**config.mk**
```make
export PLATFORM = sky130hd
export DESIGN_NAME = button_conditioner
export DESIGN_NICKNAME = d
export VERILOG_FILES = /design/src/rtl/button_conditioner_pkg.sv /design/src/rtl/button_conditioner_debounce_channel.sv /design/src/rtl/button_conditioner.sv
export SDC_FILE = /design/constraint.sdc
export NUM_CORES = 1
export LEC_CHECK = 0
export ABC_AREA = 1
export BUFFER_PORTS_ARGS = -buffer_cell sky130_fd_sc_hd__buf_2
export CAP_MARGIN = 20
export CORE_MARGIN = 2
export CORE_UTILIZATION = 40
export CTS_CLUSTER_SIZE = 14
export DETAILED_ROUTE_END_ITERATION = 12
export GPL_TIMING_DRIVEN = 0
export PLACE_DENSITY = 0.55
export SYNTH_ARGS = -nofsm -noshare
export SYNTH_HDL_FRONTEND = slang
export SYNTH_SLANG_ARGS = --single-unit
```
**constraint.sdc**
```tcl
create_clock -name Clock -period 4.1 [get_ports Clock]
set_input_delay 0.41 -clock Clock [delete_from_list [all_inputs] [get_ports Clock]]
set_output_delay 0.41 -clock Clock [all_outputs]
set_load 0.03 [all_outputs]
```
**src/rtl/button_conditioner_pkg.sv**
```systemverilog
// Shared definitions for the button conditioner: channel state encoding
// and the default debounce length.
package button_conditioner_pkg;

  typedef enum logic [1:0] {
    RELEASED     = 2'b00,
    PRESS_WAIT   = 2'b01,
    HELD         = 2'b10,
    RELEASE_WAIT = 2'b11
  } chan_state_e;

  // 10 ms at 50 MHz
  localparam int DEBOUNCE_CYCLES_DEFAULT = 500000;

endpackage

```
**src/rtl/button_conditioner_debounce_channel.sv**
```systemverilog
// One pushbutton channel: 2-flop synchronizer, press/release debounce FSM
// and a single-cycle request on the edge that accepts a press.
module debounce_channel
  import button_conditioner_pkg::*;
#(
  parameter int DEBOUNCE_CYCLES = DEBOUNCE_CYCLES_DEFAULT,
  localparam int CNT_W = $clog2(DEBOUNCE_CYCLES + 1)
) (
  input  logic Clock,
  input  logic Reset,
  input  logic btn_n,
  output logic fire
);

  localparam logic [CNT_W-1:0] CNT_MAX  = CNT_W'(DEBOUNCE_CYCLES);
  localparam logic [CNT_W-1:0] CNT_LAST = CNT_W'(DEBOUNCE_CYCLES - 1);
  localparam logic [CNT_W-1:0] CNT_ONE  = CNT_W'(1);

  logic [1:0]       sync_reg;
  chan_state_e      state_reg, state_next;
  logic [CNT_W-1:0] cnt_reg, cnt_next, cnt_inc;
  logic             pressed;

  assign pressed = ~sync_reg[1];
  assign cnt_inc = (cnt_reg == CNT_MAX) ? cnt_reg : cnt_reg + CNT_ONE;

  always_ff @(posedge Clock or negedge Reset) begin
    if (!Reset) begin
      sync_reg  <= 2'b11;
      state_reg <= RELEASED;
      cnt_reg   <= '0;
    end else begin
      sync_reg  <= {sync_reg[0], btn_n};
      state_reg <= state_next;
      cnt_reg   <= cnt_next;
    end
  end

  // The edge that would bring the count to DEBOUNCE_CYCLES is the accepting
  // edge, so the request is raised alongside the move into HELD.
  always_comb begin
    state_next = state_reg;
    cnt_next   = cnt_reg;
    fire       = 1'b0;
    case (state_reg)
      RELEASED: begin
        if (pressed) begin
          state_next = PRESS_WAIT;
          cnt_next   = CNT_ONE;
        end
      end
      PRESS_WAIT: begin
        if (!pressed) begin
          state_next = RELEASED;
          cnt_next   = '0;
        end else if (cnt_reg >= CNT_LAST) begin
          state_next = HELD;
          cnt_next   = '0;
          fire       = 1'b1;
        end else begin
          cnt_next = cnt_inc;
        end
      end
      HELD: begin
        if (!pressed) begin
          state_next = RELEASE_WAIT;
          cnt_next   = CNT_ONE;
        end
      end
      RELEASE_WAIT: begin
        if (pressed) begin
          state_next = HELD;
          cnt_next   = '0;
        end else if (cnt_reg >= CNT_LAST) begin
          state_next = RELEASED;
          cnt_next   = '0;
        end else begin
          cnt_next = cnt_inc;
        end
      end
      default: begin
        state_next = RELEASED;
        cnt_next   = '0;
      end
    endcase
  end

endmodule

```
**src/rtl/button_conditioner.sv**
```systemverilog
// Conditions the Enter/Change pushbuttons and code switches into registered
// single-cycle pulses with a code snapshot taken on the pulse edge.
module button_conditioner
  import button_conditioner_pkg::*;
#(
  parameter int DEBOUNCE_CYCLES = DEBOUNCE_CYCLES_DEFAULT,
  parameter int X_W             = 4
) (
  input  logic           Clock,
  input  logic           Reset,
  input  logic           Enter_n,
  input  logic           Change_n,
  input  logic [X_W-1:0] X,
  output logic           EnterP,
  output logic           ChangeP,
  output logic [X_W-1:0] XP
);

  logic           enter_fire;
  logic           change_fire;
  logic [X_W-1:0] x_sync1_reg;
  logic [X_W-1:0] x_sync2_reg;

  debounce_channel #(.DEBOUNCE_CYCLES(DEBOUNCE_CYCLES)) u_enter (
    .Clock (Clock),
    .Reset (Reset),
    .btn_n (Enter_n),
    .fire  (enter_fire)
  );

  debounce_channel #(.DEBOUNCE_CYCLES(DEBOUNCE_CYCLES)) u_change (
    .Clock (Clock),
    .Reset (Reset),
    .btn_n (Change_n),
    .fire  (change_fire)
  );

  // Enter wins a same-cycle tie; the Change request is simply lost.
  always_ff @(posedge Clock or negedge Reset) begin
    if (!Reset) begin
      x_sync1_reg <= '0;
      x_sync2_reg <= '0;
      EnterP      <= 1'b0;
      ChangeP     <= 1'b0;
      XP          <= '0;
    end else begin
      x_sync1_reg <= X;
      x_sync2_reg <= x_sync1_reg;
      EnterP      <= enter_fire;
      ChangeP     <= change_fire & ~enter_fire;
      if (enter_fire || change_fire) begin
        XP <= x_sync2_reg;
      end
    end
  end

endmodule

```
==> flow_summary.html, run 1 <==
<table>
<tr><th>Metric</th><th>Value</th></tr>
<tr><th colspan="2">Status</th></tr>
<tr><td>Outcome</td><td>complete, no violations</td></tr>
<tr><th colspan="2">Layout</th></tr>
<tr><td>Total area of multi-input combinational cells</td><td>1699 um2</td></tr>
<tr><td>Fillers</td><td>882</td></tr>
<tr><td>Non-Filler Instances</td><td>601</td></tr>
<tr><td>Share of cells above drive strength 1</td><td>16.02%</td></tr>
<tr><td>Diode insertion count for antenna repair</td><td>0</td></tr>
<tr><td>Syn-to-layout area delta</td><td>11.30%</td></tr>
<tr><td>Area taken by flip-flops and latches</td><td>1506 um2</td></tr>
<tr><td>Total number of nets in the final design</td><td>500</td></tr>
<tr><th colspan="2">Power</th></tr>
<tr><td>Register share of total power</td><td>45.1%</td></tr>
<tr><td>Total power density per cell area</td><td>384.9 nW/um2</td></tr>
<tr><td>Net switching fraction of the power</td><td>35.50%</td></tr>
<tr><td>Share of total power in combinational logic</td><td>23.2%</td></tr>
<tr><td>Power consumption</td><td>1.499 mW</td></tr>
<tr><td>Static Leakage</td><td>1.753 nW</td></tr>
<tr><td>Net switching component of the power</td><td>0.5321 mW</td></tr>
<tr><td>Peak supply drop</td><td>0.2583 mV</td></tr>
<tr><td>Clock network fraction of design power</td><td>31.7%</td></tr>
<tr><td>Internal power</td><td>0.9669 mW</td></tr>
<tr><th colspan="2">Min path</th></tr>
<tr><td>Class of the tightest hold or removal check</td><td>input port to async pin</td></tr>
<tr><th colspan="2">Die</th></tr>
<tr><td># rows</td><td>34</td></tr>
<tr><td>Core outline area</td><td>8593 um2</td></tr>
<tr><td>Number of I/O pins</td><td>14</td></tr>
<tr><td>Die footprint</td><td>9513 um2</td></tr>
<tr><td>Initial core utilization</td><td>40.73%</td></tr>
<tr><td>Width of the die</td><td>97.54 um</td></tr>
<tr><td>Die H</td><td>97.54 um</td></tr>
<tr><th colspan="2">Global routing</th></tr>
<tr><td>First-pass GRT wire length</td><td>13860 um</td></tr>
<tr><td>Largest net degree at the start of global routing</td><td>37</td></tr>
<tr><td>Grt ovf</td><td>0</td></tr>
<tr><td>Number of antenna violations at the first check in global routing</td><td>0</td></tr>
<tr><td>Via count of the first global-routing pass</td><td>2960</td></tr>
<tr><td>All-layer global routing usage</td><td>18.02%</td></tr>
<tr><th colspan="2">STA</th></tr>
<tr><td>Worst Clk Skew</td><td>11.91 ps</td></tr>
<tr><td>Fmax</td><td>0.5374 GHz</td></tr>
<tr><td>Final hold violations</td><td>0</td></tr>
<tr><td>Final worst-path cycle share</td><td>45.39%</td></tr>
<tr><td>Worst slew margin</td><td>62.58%</td></tr>
<tr><td>Setup-violating endpoint count in the final report</td><td>0</td></tr>
<tr><td>Final period demand of the worst path</td><td>1861 ps</td></tr>
<tr><td>Total Neg Setup Slack</td><td>0 ps</td></tr>
<tr><td>Worst hold slack after final layout</td><td>59.29 ps</td></tr>
<tr><td>Least-Margin Pin Slew</td><td>561.3 ps</td></tr>
<tr><td>Unrepaired setup endpoints after global routing</td><td>no</td></tr>
<tr><td>Slew Limit Fails</td><td>0</td></tr>
<tr><th colspan="2">Yosys</th></tr>
<tr><td>Flip-flop and latch count after synthesis</td><td>60</td></tr>
<tr><td>Area share of the largest cell type after synthesis</td><td>40.04%</td></tr>
<tr><td>Syn nets</td><td>475</td></tr>
<tr><td>Synth Warn #</td><td>0</td></tr>
<tr><td>Main area contributors after synthesis</td><td>sky130_fd_sc_hd__dfrtp_1 40%, sky130_fd_sc_hd__nand2_1 12%, sky130_fd_sc_hd__inv_1 6.0%, sky130_fd_sc_hd__nand3_1 6.0%, sky130_fd_sc_hd__nor2_1 5.1%</td></tr>
<tr><td>Library cells used by synthesis</td><td>33</td></tr>
<tr><td>Cell with the most instances after synthesis</td><td>sky130_fd_sc_hd__nand2_1</td></tr>
<tr><td>Mean Syn Cell Area</td><td>7.559 um2</td></tr>
<tr><td>Fraction of registers with async set or reset after synthesis</td><td>100.0%</td></tr>
<tr><td>Commonest register cell after synthesis</td><td>sky130_fd_sc_hd__dfrtp_1</td></tr>
<tr><td>Summed instance area of the synthesized netlist</td><td>3500 um2</td></tr>
<tr><td>Post-synth EDFFs</td><td>0</td></tr>
<tr><td>Cell taking the most area after synthesis</td><td>sky130_fd_sc_hd__dfrtp_1</td></tr>
<tr><td>Top cells by instance count after synthesis</td><td>116 x sky130_fd_sc_hd__nand2_1, 56 x sky130_fd_sc_hd__dfrtp_1, 56 x sky130_fd_sc_hd__inv_1</td></tr>
<tr><td>Register area share after synthesis</td><td>43.05%</td></tr>
<tr><td>Number of instances in the synthesized netlist</td><td>463</td></tr>
<tr><th colspan="2">Drt</th></tr>
<tr><td>Vias per cell</td><td>5.118</td></tr>
<tr><td>Routed len/inst</td><td>13.33 um</td></tr>
<tr><td>Total wirelength of the detailed-routed design</td><td>8012 um</td></tr>
<tr><td>1st-pass router iterations</td><td>5</td></tr>
<tr><td>Count of antenna-violating nets left after detailed routing</td><td>0</td></tr>
<tr><td>Final routed DRC violation total</td><td>0</td></tr>
<tr><td>Total number of vias</td><td>3076</td></tr>
<tr><td>DR iter-0 viols</td><td>188</td></tr>
<tr><th colspan="2">Placed design</th></tr>
<tr><td>Number of instances in the placed design</td><td>585</td></tr>
<tr><td>Detailed Place HPWL</td><td>5932 um</td></tr>
<tr><td>Weighted congestion at the end of routability-driven global placement</td><td>0.9096</td></tr>
<tr><td>IO buf count</td><td>13</td></tr>
<tr><th colspan="2">Worst setup path</th></tr>
<tr><td>Critical path class</td><td>register to register</td></tr>
<tr><td>Number of buffers and inverters on the critical path</td><td>0</td></tr>
<tr><td>Most used cell along the critical path</td><td>sky130_fd_sc_hd__nand2_1</td></tr>
<tr><td>Data arrival time of the critical path</td><td>2080 ps</td></tr>
<tr><td>Critical-path top delay cell</td><td>sky130_fd_sc_hd__dfrtp_1</td></tr>
<tr><td>Crit path required time</td><td>4320 ps</td></tr>
<tr><td>Cell type group with the largest total delay on the critical path</td><td>simple AND/OR/NAND/NOR gates</td></tr>
<tr><td>Sequence of cells on the critical path</td><td>ha_1 &gt; nand2_2 &gt; nor2_2 &gt; nand2_1 &gt; nor2_1 &gt; nand3_1 &gt; nand2_1 &gt; nand2_1 &gt; nand3_1 &gt; o21ai_0</td></tr>
<tr><td>Worst setup SP type</td><td>register</td></tr>
<tr><td>Delay of the slowest cell on the worst path</td><td>500 ps</td></tr>
<tr><td>Critical register-to-register path startpoint</td><td>u_change.cnt_reg[0]$_DFFE_PN0P_</td></tr>
<tr><td>Crit end category</td><td>register</td></tr>
<tr><td>Worst setup path startpoint</td><td>u_change.cnt_reg[0]$_DFFE_PN0P_</td></tr>
<tr><td>Peak fanout along the critical path</td><td>7</td></tr>
<tr><th colspan="2">Clock network</th></tr>
<tr><td>Clock-pin slew on the worst setup and hold paths</td><td>70 ps</td></tr>
<tr><td>CTS tree</td><td>done</td></tr>
<tr><td>Number of buffers created by CTS</td><td>9</td></tr>
<tr><td>Hold buffer count at cts</td><td>0</td></tr>
<tr><td>Clk sink count</td><td>60</td></tr>
<tr><td>Clock Root Buffer</td><td>sky130_fd_sc_hd__clkbuf_8</td></tr>
<tr><td>Clock latency on the worst-skew pair</td><td>340 ps</td></tr>
<tr><td>Resized cells post-CTS</td><td>0</td></tr>
<tr><td># H-tree levels</td><td>3</td></tr>
<tr><td>Max Root-Sink Buffers</td><td>2</td></tr>
<tr><td>Number of buffers inserted to repair setup after CTS</td><td>0</td></tr>
<tr><th colspan="2">Flow run</th></tr>
<tr><td>Max-cap violation count</td><td>0</td></tr>
</table>
[path summary, 6_finish.rpt]
check,end,slack (ps),depth (start not counted)
worst min register to register,u_enter.sync_reg[1]$_DFF_PN1_,350,0
min in group Clock,u_change.sync_reg[0]$_DFF_PN1_,170,1
max in group asynchronous,u_change.sync_reg[0]$_DFF_PN1_,3390,2
worst max-delay path,u_change.cnt_reg[16]$_DFFE_PN0P_,2240,10
worst max register to register,u_change.cnt_reg[16]$_DFFE_PN0P_,2240,10
worst min-delay path,u_enter.cnt_reg[10]$_DFFE_PN0P_,60,1
[power by group through the flow]
stage | Sequential (mW) | Combinational [mW] | Clock, mW
finish | 0.676 | 0.347 | 0.475
global route | 0.683 | 0.394 | 0.522
CTS | 0.677 | 0.355 | 0.494
detailed placement | 0.688 | 0.353 | 0
global placement | 0.687 | 0.344 | 0
floorplan | 0.679 | 0.255 | 0
[cells in the final DEF, fill, tap and decap left out, types with 16 or more instances in the layout]
cell,instances
sky130_fd_sc_hd__buf_2,17
sky130_fd_sc_hd__dfrtp_1,56
sky130_fd_sc_hd__inv_1,56
sky130_fd_sc_hd__nand2_1,116
sky130_fd_sc_hd__nand3_1,42
sky130_fd_sc_hd__nor2_1,48
sky130_fd_sc_hd__o21ai_0,21
sky130_fd_sc_hd__o22ai_1,17
sky130_fd_sc_hd__xor2_1,16
[per-layer routing]
layer,vias up,track usage (%),wire length (um)
met3,10,3.237,466
met2,77,26.58,3454
li1,1557,-,-
met4,0,7.372,114
met5,-,0,0
met1,1432,26.15,3976
[per-stage QoR]
| stage | util [%] | cell area (um2) | setup WS [ps] |
|---|---|---|---|
| after floorplan | - | 3500 | 2564 |
| after global placement | 43.05 | 3700 | 2212 |
| after detailed placement | 43.29 | 3720 | 2229 |
| after CTS | 45.33 | 3895 | 2217 |
| after global routing | 45.33 | 3895 | 2045 |
| final | 45.33 | 3895 | 2239 |
[cells by family (layout without fill, tap and decap cells)]
logic type / Yosys count / after routing / synth area share [%]
simple gates: 257 / 257 / 33.18
buf+inv: 70 / 100 / 8.402
flops: 60 / 60 / 43.05
compound gates: 54 / 54 / 9.439
xor+xnor: 18 / 18 / 4.505
fa+ha+maj: 4 / 4 / 1.430
[layout make-up]
class	count	share of cell area [%]
well taps	108	3.469
clock inverters	7	1.317
plain buffers	8	1.574
multi-input cells	333	43.62
repair buffers	14	2.184
flip-flops and latches	60	38.68
clock buffers	9	3.180
inverters	62	5.975
No activity file was read; power rests on OpenSTA's default activity.
==> run 2: changes to the inputs <==
--- a/config.mk
+++ b/config.mk
@@ -13,7 +13,7 @@
 export CTS_CLUSTER_SIZE = 14
 export DETAILED_ROUTE_END_ITERATION = 12
 export GPL_TIMING_DRIVEN = 0
-export PLACE_DENSITY = 0.55
+export PLACE_DENSITY = 0.57
 export SYNTH_ARGS = -nofsm -noshare
 export SYNTH_HDL_FRONTEND = slang
 export SYNTH_SLANG_ARGS = --single-unit
==> constraint.sdc (replaced) <==
create_clock -name Clock -period 1.55 [get_ports Clock]
set_input_delay 0.155 -clock Clock [delete_from_list [all_inputs] [get_ports Clock]]
set_output_delay 0.155 -clock Clock [all_outputs]
set_load 0.03 [all_outputs]
==> flow_summary.html, run 2 (synthesis results as in run 1) <==
<table>
<tr><th>Metric</th><th>Value</th></tr>
<tr><th colspan="2">Status</th></tr>
<tr><td>Outcome</td><td>finished, violations left</td></tr>
<tr><td>Violations in the final reports</td><td>setup timing</td></tr>
<tr><th colspan="2">STA</th></tr>
<tr><td>Least-Margin Pin Slew</td><td>757.2 ps</td></tr>
<tr><td>Final hold violations</td><td>0</td></tr>
<tr><td>Fmax</td><td>0.6202 GHz</td></tr>
<tr><td>Total Neg Setup Slack</td><td>-466.5 ps</td></tr>
<tr><td>Worst Clk Skew</td><td>13.97 ps</td></tr>
<tr><td>Unrepaired setup endpoints after global routing</td><td>yes</td></tr>
<tr><td>Worst hold slack after final layout</td><td>348.9 ps</td></tr>
<tr><td>Final period demand of the worst path</td><td>1612 ps</td></tr>
<tr><td>Slew Limit Fails</td><td>0</td></tr>
<tr><td>Final worst-path cycle share</td><td>104.0%</td></tr>
<tr><td>Worst slew margin</td><td>49.52%</td></tr>
<tr><td>Setup-violating endpoint count in the final report</td><td>19</td></tr>
<tr><td>Final critical-path setup slack</td><td>-62.49 ps</td></tr>
<tr><th colspan="2">Drt</th></tr>
<tr><td>Routed len/inst</td><td>13.84 um</td></tr>
<tr><td>Total number of vias</td><td>3172</td></tr>
<tr><td>Count of antenna-violating nets left after detailed routing</td><td>0</td></tr>
<tr><td>DR iter-0 viols</td><td>195</td></tr>
<tr><td>1st-pass router iterations</td><td>4</td></tr>
<tr><td>Final routed DRC violation total</td><td>0</td></tr>
<tr><td>Vias per cell</td><td>5.100</td></tr>
<tr><td>Total wirelength of the detailed-routed design</td><td>8610 um</td></tr>
<tr><th colspan="2">Clock network</th></tr>
<tr><td># H-tree levels</td><td>3</td></tr>
<tr><td>Clock latency on the worst-skew pair</td><td>340 ps</td></tr>
<tr><td>Clock Root Buffer</td><td>sky130_fd_sc_hd__clkbuf_8</td></tr>
<tr><td>Max Root-Sink Buffers</td><td>2</td></tr>
<tr><td>Clk sink count</td><td>60</td></tr>
<tr><td>CTS tree</td><td>done</td></tr>
<tr><td>Number of buffers created by CTS</td><td>9</td></tr>
<tr><td>Clock-pin slew on the worst setup and hold paths</td><td>80 ps</td></tr>
<tr><th colspan="2">Layout</th></tr>
<tr><td>Syn-to-layout area delta</td><td>31.93%</td></tr>
<tr><td>Share of the core filled with cells in the final layout</td><td>53.73%</td></tr>
<tr><td>Diode insertion count for antenna repair</td><td>0</td></tr>
<tr><td>Share of cells above drive strength 1</td><td>34.24%</td></tr>
<tr><td>Leading cell types in the layout, fill and taps excluded</td><td>101 x sky130_fd_sc_hd__nand2_1, 50 x sky130_fd_sc_hd__dfrtp_1, 49 x sky130_fd_sc_hd__inv_1</td></tr>
<tr><td>Fillers</td><td>813</td></tr>
<tr><td>Most common cell after layout, fill and taps aside</td><td>sky130_fd_sc_hd__nand2_1</td></tr>
<tr><td>Total number of nets in the final design</td><td>521</td></tr>
<tr><th colspan="2">Placed design</th></tr>
<tr><td>Detailed Place HPWL</td><td>5670 um</td></tr>
<tr><td>Weighted congestion at the end of routability-driven global placement</td><td>0.9147</td></tr>
<tr><td>IO buf count</td><td>13</td></tr>
<tr><th colspan="2">Worst setup path</th></tr>
<tr><td>Data arrival time of the critical path</td><td>1890 ps</td></tr>
<tr><td>Worst setup path startpoint</td><td>u_enter.state_reg[0]$_DFFE_PN0P_</td></tr>
<tr><td>Critical register-to-register path startpoint</td><td>u_enter.state_reg[0]$_DFFE_PN0P_</td></tr>
<tr><td>Worst setup SP type</td><td>register</td></tr>
<tr><td>Critical-path top delay cell</td><td>sky130_fd_sc_hd__nor3_1</td></tr>
<tr><td>Worst-case register-to-register setup slack</td><td>-60 ps</td></tr>
<tr><td>Sequence of cells on the critical path</td><td>buf_2 &gt; inv_1 &gt; nor3_1 &gt; nand2_8 &gt; nand2_8 &gt; nand2_2 &gt; nand2_2</td></tr>
<tr><td>Crit path required time</td><td>1830 ps</td></tr>
<tr><td>Delay of the slowest cell on the worst path</td><td>480 ps</td></tr>
<tr><td>RR Endpoint</td><td>XP[1]$_DFFE_PN0P_</td></tr>
<tr><td>Capture point of the critical path</td><td>XP[1]$_DFFE_PN0P_</td></tr>
<tr><td>Logic depth of the worst register-to-register path</td><td>7</td></tr>
<tr><td>Peak fanout along the critical path</td><td>9</td></tr>
<tr><td>Crit end category</td><td>register</td></tr>
<tr><td>Critical path class</td><td>register to register</td></tr>
<tr><th colspan="2">Die</th></tr>
<tr><td>Die H</td><td>97.54 um</td></tr>
<tr><td># rows</td><td>34</td></tr>
<tr><td>Number of I/O pins</td><td>14</td></tr>
<tr><td>Width of the die</td><td>97.54 um</td></tr>
<tr><td>Core outline area</td><td>8593 um2</td></tr>
<tr><td>Initial core utilization</td><td>40.73%</td></tr>
<tr><td>Die footprint</td><td>9513 um2</td></tr>
<tr><th colspan="2">Power</th></tr>
<tr><td>Net switching fraction of the power</td><td>35.78%</td></tr>
<tr><td>Peak supply drop</td><td>0.9164 mV</td></tr>
<tr><td>Total power density per cell area</td><td>1027 nW/um2</td></tr>
<tr><td>Static Leakage</td><td>1.938 nW</td></tr>
<tr><td>Share of total power in combinational logic</td><td>31.3%</td></tr>
<tr><td>Register share of total power</td><td>38.1%</td></tr>
<tr><td>Clock network fraction of design power</td><td>30.6%</td></tr>
<tr><td>Power consumption</td><td>4.742 mW</td></tr>
<tr><td>Internal power</td><td>3.046 mW</td></tr>
<tr><td>Net switching component of the power</td><td>1.697 mW</td></tr>
<tr><th colspan="2">Global routing</th></tr>
<tr><td>Largest net degree at the start of global routing</td><td>61</td></tr>
<tr><td>Via count of the first global-routing pass</td><td>3097</td></tr>
<tr><td>All-layer global routing usage</td><td>18.36%</td></tr>
<tr><td>Number of antenna violations at the first check in global routing</td><td>0</td></tr>
<tr><td>Grt ovf</td><td>0</td></tr>
<tr><td>First-pass GRT wire length</td><td>14170 um</td></tr>
<tr><th colspan="2">Min path</th></tr>
<tr><td>Class of the tightest hold or removal check</td><td>register to register</td></tr>
<tr><th colspan="2">Flow run</th></tr>
<tr><td>Max-cap violation count</td><td>0</td></tr>
</table>
## run 2: cell types whose count changed in the layout (fill, tap and decap cells not counted), sizes merged
cell,change
clkbuf,+1
clkinv,-1
bufinv,+1
buf,+13
dlygate4sd3,+7
## run 2: layout make-up
| cell class | instances | area, um2 | share of cell area (%) |
|---|---|---|---|
| buffer | 8 | 70.07 | 1.518 |
| clock buffer | 9 | 123.9 | 2.683 |
| clock inverter | 7 | 76.32 | 1.653 |
| inverter | 62 | 237.7 | 5.149 |
| multi-input combinational | 333 | 2168 | 46.96 |
| sequential | 60 | 1514 | 32.79 |
| tap | 108 | 135.1 | 2.927 |
| timing repair buffer | 35 | 291.5 | 6.314 |
## run 2: power groups by stage
stage          combinational, mW  sequential [mW]  clock, mW
3_3_place_gp               0.902             1.82          0
5_1_grt                     1.60             1.83       1.56
6_report                    1.49             1.81       1.45
4_1_cts                     1.24             1.80       1.49
2_1_floorplan              0.675             1.80          0
3_5_place_dp               0.911             1.82          0
## run 2: through the flow
step	instance area (um2)	std cells	setup WS [ps]
after floorplan	3500	463	13.92
after global placement	3700	584	-289.0
after detailed placement	3702	584	-294.6
after CTS	4282	619	-67.35
after global routing	4617	622	-166.2
final	4617	622	-62.49
## run 2: worst min-delay path by stage
stage	from	to	slack (ps)	cells past startpoint
finish	u_change.sync_reg[0]$_DFF_PN1_	u_change.sync_reg[1]$_DFF_PN1_	350	0
global route	u_change.sync_reg[0]$_DFF_PN1_	u_change.sync_reg[1]$_DFF_PN1_	350	0
CTS	u_change.sync_reg[0]$_DFF_PN1_	u_change.sync_reg[1]$_DFF_PN1_	350	0
detailed placement	Enter_n	u_enter.sync_reg[0]$_DFF_PN1_	260	1
global placement	Enter_n	u_enter.sync_reg[0]$_DFF_PN1_	260	1
floorplan	Reset	ChangeP$_DFF_PN0_	-140	0
## run 2: critical path: cells and delay by family (launching register included)
| family | cells | cell delay (ps) |
|---|---|---|
| DFF | 1 | 320 |
| buffers and inverters | 2 | 420 |
| and+or+nand+nor | 5 | 810 |
## run 2: routing by layer
metal  wire length (um)  vias to the layer above  track usage [%]  part of all wire [%]
met5                  0                        -                0                     0
met4                 53                        0            5.342                  0.62
met3                254                        5            3.741                   3.0
met2               3994                       52            27.96                    46
met1               4309                     1524            26.50                    50
li1                   -                     1591                -                     -
## run 2: what timing repair did
action	4_1_cts	5_1_grt
endpoints found under the hold margin	62	0
gates resized for setup	56	80
setup endpoints to repair	45	47
hold buffers	7	0
setup buffers	11	2
pin swaps	16	18
cloned	1	1
==> run 3: changes to the inputs <==
--- a/config.mk
+++ b/config.mk
@@ -14,6 +14,7 @@
 export DETAILED_ROUTE_END_ITERATION = 12
 export GPL_TIMING_DRIVEN = 0
 export PLACE_DENSITY = 0.57
+export REMOVE_ABC_BUFFERS = 1
 export SYNTH_ARGS = -nofsm -noshare
 export SYNTH_HDL_FRONTEND = slang
 export SYNTH_SLANG_ARGS = --single-unit
==> flow_summary.html, run 3 (synthesis results as in run 1) <==
<table>
<tr><th>Metric</th><th>Value</th></tr>
<tr><th colspan="2">Status</th></tr>
<tr><td>Outcome</td><td>finished, violations left</td></tr>
<tr><td>Violations in the final reports</td><td>setup timing</td></tr>
<tr><th colspan="2">Layout</th></tr>
<tr><td>Diode insertion count for antenna repair</td><td>0</td></tr>
<tr><td>Syn-to-layout area delta</td><td>39.54%</td></tr>
<tr><td>Most common cell after layout, fill and taps aside</td><td>sky130_fd_sc_hd__nand2_1</td></tr>
<tr><td>Non-Filler Instances</td><td>648</td></tr>
<tr><td>Leading cell types in the layout, fill and taps excluded</td><td>92 x sky130_fd_sc_hd__nand2_1, 47 x sky130_fd_sc_hd__dfrtp_1, 47 x sky130_fd_sc_hd__inv_1</td></tr>
<tr><td>Fillers</td><td>762</td></tr>
<tr><td>Total number of nets in the final design</td><td>547</td></tr>
<tr><td>Share of cells above drive strength 1</td><td>39.26%</td></tr>
<tr><th colspan="2">Drt</th></tr>
<tr><td>DR iter-0 viols</td><td>119</td></tr>
<tr><td>Routed len/inst</td><td>14.11 um</td></tr>
<tr><td>1st-pass router iterations</td><td>4</td></tr>
<tr><td>Total wirelength of the detailed-routed design</td><td>9146 um</td></tr>
<tr><td>Total number of vias</td><td>3359</td></tr>
<tr><td>Count of antenna-violating nets left after detailed routing</td><td>0</td></tr>
<tr><td>Final routed DRC violation total</td><td>0</td></tr>
<tr><td>Vias per cell</td><td>5.184</td></tr>
<tr><th colspan="2">Flow run</th></tr>
<tr><td>Max-cap violation count</td><td>0</td></tr>
<tr><th colspan="2">Global routing</th></tr>
<tr><td>First-pass GRT wire length</td><td>14880 um</td></tr>
<tr><td>Largest net degree at the start of global routing</td><td>41</td></tr>
<tr><td>Grt ovf</td><td>0</td></tr>
<tr><td>Number of antenna violations at the first check in global routing</td><td>0</td></tr>
<tr><td>Via count of the first global-routing pass</td><td>3252</td></tr>
<tr><td>All-layer global routing usage</td><td>19.20%</td></tr>
<tr><th colspan="2">Clock network</th></tr>
<tr><td>CTS tree</td><td>done</td></tr>
<tr><td>Number of buffers created by CTS</td><td>9</td></tr>
<tr><td>Clock latency on the worst-skew pair</td><td>350 ps</td></tr>
<tr><td>Clock Root Buffer</td><td>sky130_fd_sc_hd__clkbuf_8</td></tr>
<tr><td># H-tree levels</td><td>3</td></tr>
<tr><td>Max Root-Sink Buffers</td><td>2</td></tr>
<tr><td>Clock-pin slew on the worst setup and hold paths</td><td>80 ps</td></tr>
<tr><td>Clk sink count</td><td>60</td></tr>
<tr><th colspan="2">Placed design</th></tr>
<tr><td>IO buf count</td><td>13</td></tr>
<tr><td>Weighted congestion at the end of routability-driven global placement</td><td>0.8817</td></tr>
<tr><td>Detailed Place HPWL</td><td>5633 um</td></tr>
<tr><td>Number of instances in the placed design</td><td>577</td></tr>
<tr><th colspan="2">Power</th></tr>
<tr><td>Total power density per cell area</td><td>1029 nW/um2</td></tr>
<tr><td>Static Leakage</td><td>2.131 nW</td></tr>
<tr><td>Peak supply drop</td><td>0.7765 mV</td></tr>
<tr><td>Power consumption</td><td>5.023 mW</td></tr>
<tr><th colspan="2">Worst setup path</th></tr>
<tr><td>Critical register-to-register path startpoint</td><td>u_change.cnt_reg[12]$_DFFE_PN0P_</td></tr>
<tr><td>Crit end category</td><td>register</td></tr>
<tr><td>Worst setup SP type</td><td>register</td></tr>
<tr><td>Sequence of cells on the critical path</td><td>inv_1 &gt; nand2_1 &gt; nor2_1 &gt; nand2_1 &gt; nor2_4 &gt; nor2_4 &gt; nand2_4 &gt; nand2_8 &gt; nand2_8 &gt; nand2_2 &gt; nand2_2</td></tr>
<tr><td>Cell type group with the largest total delay on the critical path</td><td>simple AND/OR/NAND/NOR gates</td></tr>
<tr><td>Number of buffers and inverters on the critical path</td><td>1</td></tr>
<tr><td>Crit path required time</td><td>1830 ps</td></tr>
<tr><td>Critical-path top delay cell</td><td>sky130_fd_sc_hd__dfrtp_1</td></tr>
<tr><td>Peak fanout along the critical path</td><td>6</td></tr>
<tr><td>Worst setup path startpoint</td><td>u_change.cnt_reg[12]$_DFFE_PN0P_</td></tr>
<tr><td>Delay of the slowest cell on the worst path</td><td>380 ps</td></tr>
<tr><td>Critical path class</td><td>register to register</td></tr>
<tr><td>Data arrival time of the critical path</td><td>1900 ps</td></tr>
<tr><th colspan="2">STA</th></tr>
<tr><td>Fmax</td><td>0.6185 GHz</td></tr>
<tr><td>Final critical-path setup slack</td><td>-66.70 ps</td></tr>
<tr><td>Setup-violating endpoint count in the final report</td><td>26</td></tr>
<tr><td>Final period demand of the worst path</td><td>1617 ps</td></tr>
<tr><td>Worst slew margin</td><td>66.34%</td></tr>
<tr><td>Final hold violations</td><td>0</td></tr>
<tr><td>Slew Limit Fails</td><td>0</td></tr>
<tr><td>Unrepaired setup endpoints after global routing</td><td>yes</td></tr>
<tr><td>Least-Margin Pin Slew</td><td>504.9 ps</td></tr>
<tr><td>Worst hold slack after final layout</td><td>331.2 ps</td></tr>
<tr><td>Final worst-path cycle share</td><td>104.3%</td></tr>
<tr><td>Worst Clk Skew</td><td>11.86 ps</td></tr>
<tr><th colspan="2">Die</th></tr>
<tr><td>Number of I/O pins</td><td>14</td></tr>
<tr><td>Initial core utilization</td><td>40.73%</td></tr>
<tr><td>Width of the die</td><td>97.54 um</td></tr>
<tr><td>Die H</td><td>97.54 um</td></tr>
<tr><td>Core outline area</td><td>8593 um2</td></tr>
<tr><td># rows</td><td>34</td></tr>
<tr><td>Die footprint</td><td>9513 um2</td></tr>
<tr><th colspan="2">Min path</th></tr>
<tr><td>Class of the tightest hold or removal check</td><td>input port to async pin</td></tr>
</table>
## run 3: worst register-to-register path, stage by stage (launching register included)
cell and delay [ps]:
sky130_fd_sc_hd__dfrtp_1 380, sky130_fd_sc_hd__inv_1 140, sky130_fd_sc_hd__nand2_1 90, sky130_fd_sc_hd__nor2_1 140
sky130_fd_sc_hd__nand2_1 140, sky130_fd_sc_hd__nor2_4 160, sky130_fd_sc_hd__nor2_4 60, sky130_fd_sc_hd__nand2_4 130
sky130_fd_sc_hd__nand2_8 100, sky130_fd_sc_hd__nand2_8 110, sky130_fd_sc_hd__nand2_2 60, sky130_fd_sc_hd__nand2_2 60
## run 3: path summary, 6_finish.rpt
| check | slack [ps] | cells after the start | to |
|---|---|---|---|
| max in group asynchronous | 570 | 3 | u_change.sync_reg[1]$_DFF_PN1_ |
| worst max-delay path | -70 | 11 | XP[2]$_DFFE_PN0P_ |
| worst min-delay path | 330 | 2 | u_enter.cnt_reg[7]$_DFFE_PN0P_ |
| worst min register to register | 350 | 0 | x_sync2_reg[2]$_DFF_PN0_ |
| min in group Clock | 350 | 0 | x_sync2_reg[2]$_DFF_PN0_ |
| worst max register to register | -70 | 11 | XP[2]$_DFFE_PN0P_ |
## run 3: report_power, final
| part | switching (mW) | internal [mW] |
|---|---|---|
| combinational | 0.856 | 0.704 |
| sequential | 0.167 | 1.68 |
| clock | 0.700 | 0.912 |
## run 3: final cells by class
cell class / count / area [um2] / share of cell area [%]
repair buffers: 68 / 554.3 / 11.35
well taps: 108 / 135.1 / 2.767
clock inverters: 7 / 100.1 / 2.050
multi-input cells: 334 / 2198 / 45.02
flip-flops and latches: 60 / 1518 / 31.08
inverters: 62 / 254.0 / 5.201
clock buffers: 9 / 123.9 / 2.537
## run 3: metal layers
layer | up-vias | share of wire, % | track usage [%]
met5 | - | 0 | 0
met4 | 0 | 1.3 | 5.342
met3 | 13 | 4.1 | 4.317
met2 | 72 | 48 | 30.66
met1 | 1626 | 47 | 26.38
li1 | 1648 | - | -
## run 3: what timing repair did
| action | 4_1_cts | 5_1_grt |
|---|---|---|
| gates resized for setup | 75 | 84 |
| pin swaps | 29 | 39 |
| hold buffers | 7 | 0 |
| hold endpoints to repair | 24 | 0 |
| buffers inserted | 27 | 20 |
| endpoints found under the setup margin | 47 | 47 |
| gates cloned | 1 | 0 |
## run 3: stage by stage
stage                     cell area, um2  setup WS (ps)  setup TNS, ps  util [%]
after detailed placement            3659         -438.3          -8926     42.57
after CTS                           4437         -33.06         -159.6     51.63
final                               4883         -66.70         -566.0     56.83
after global placement              3638         -408.1          -8211     42.34
after floorplan                     3438         -2.576         -2.576         -
after global routing                4883         -168.5          -4066     56.83
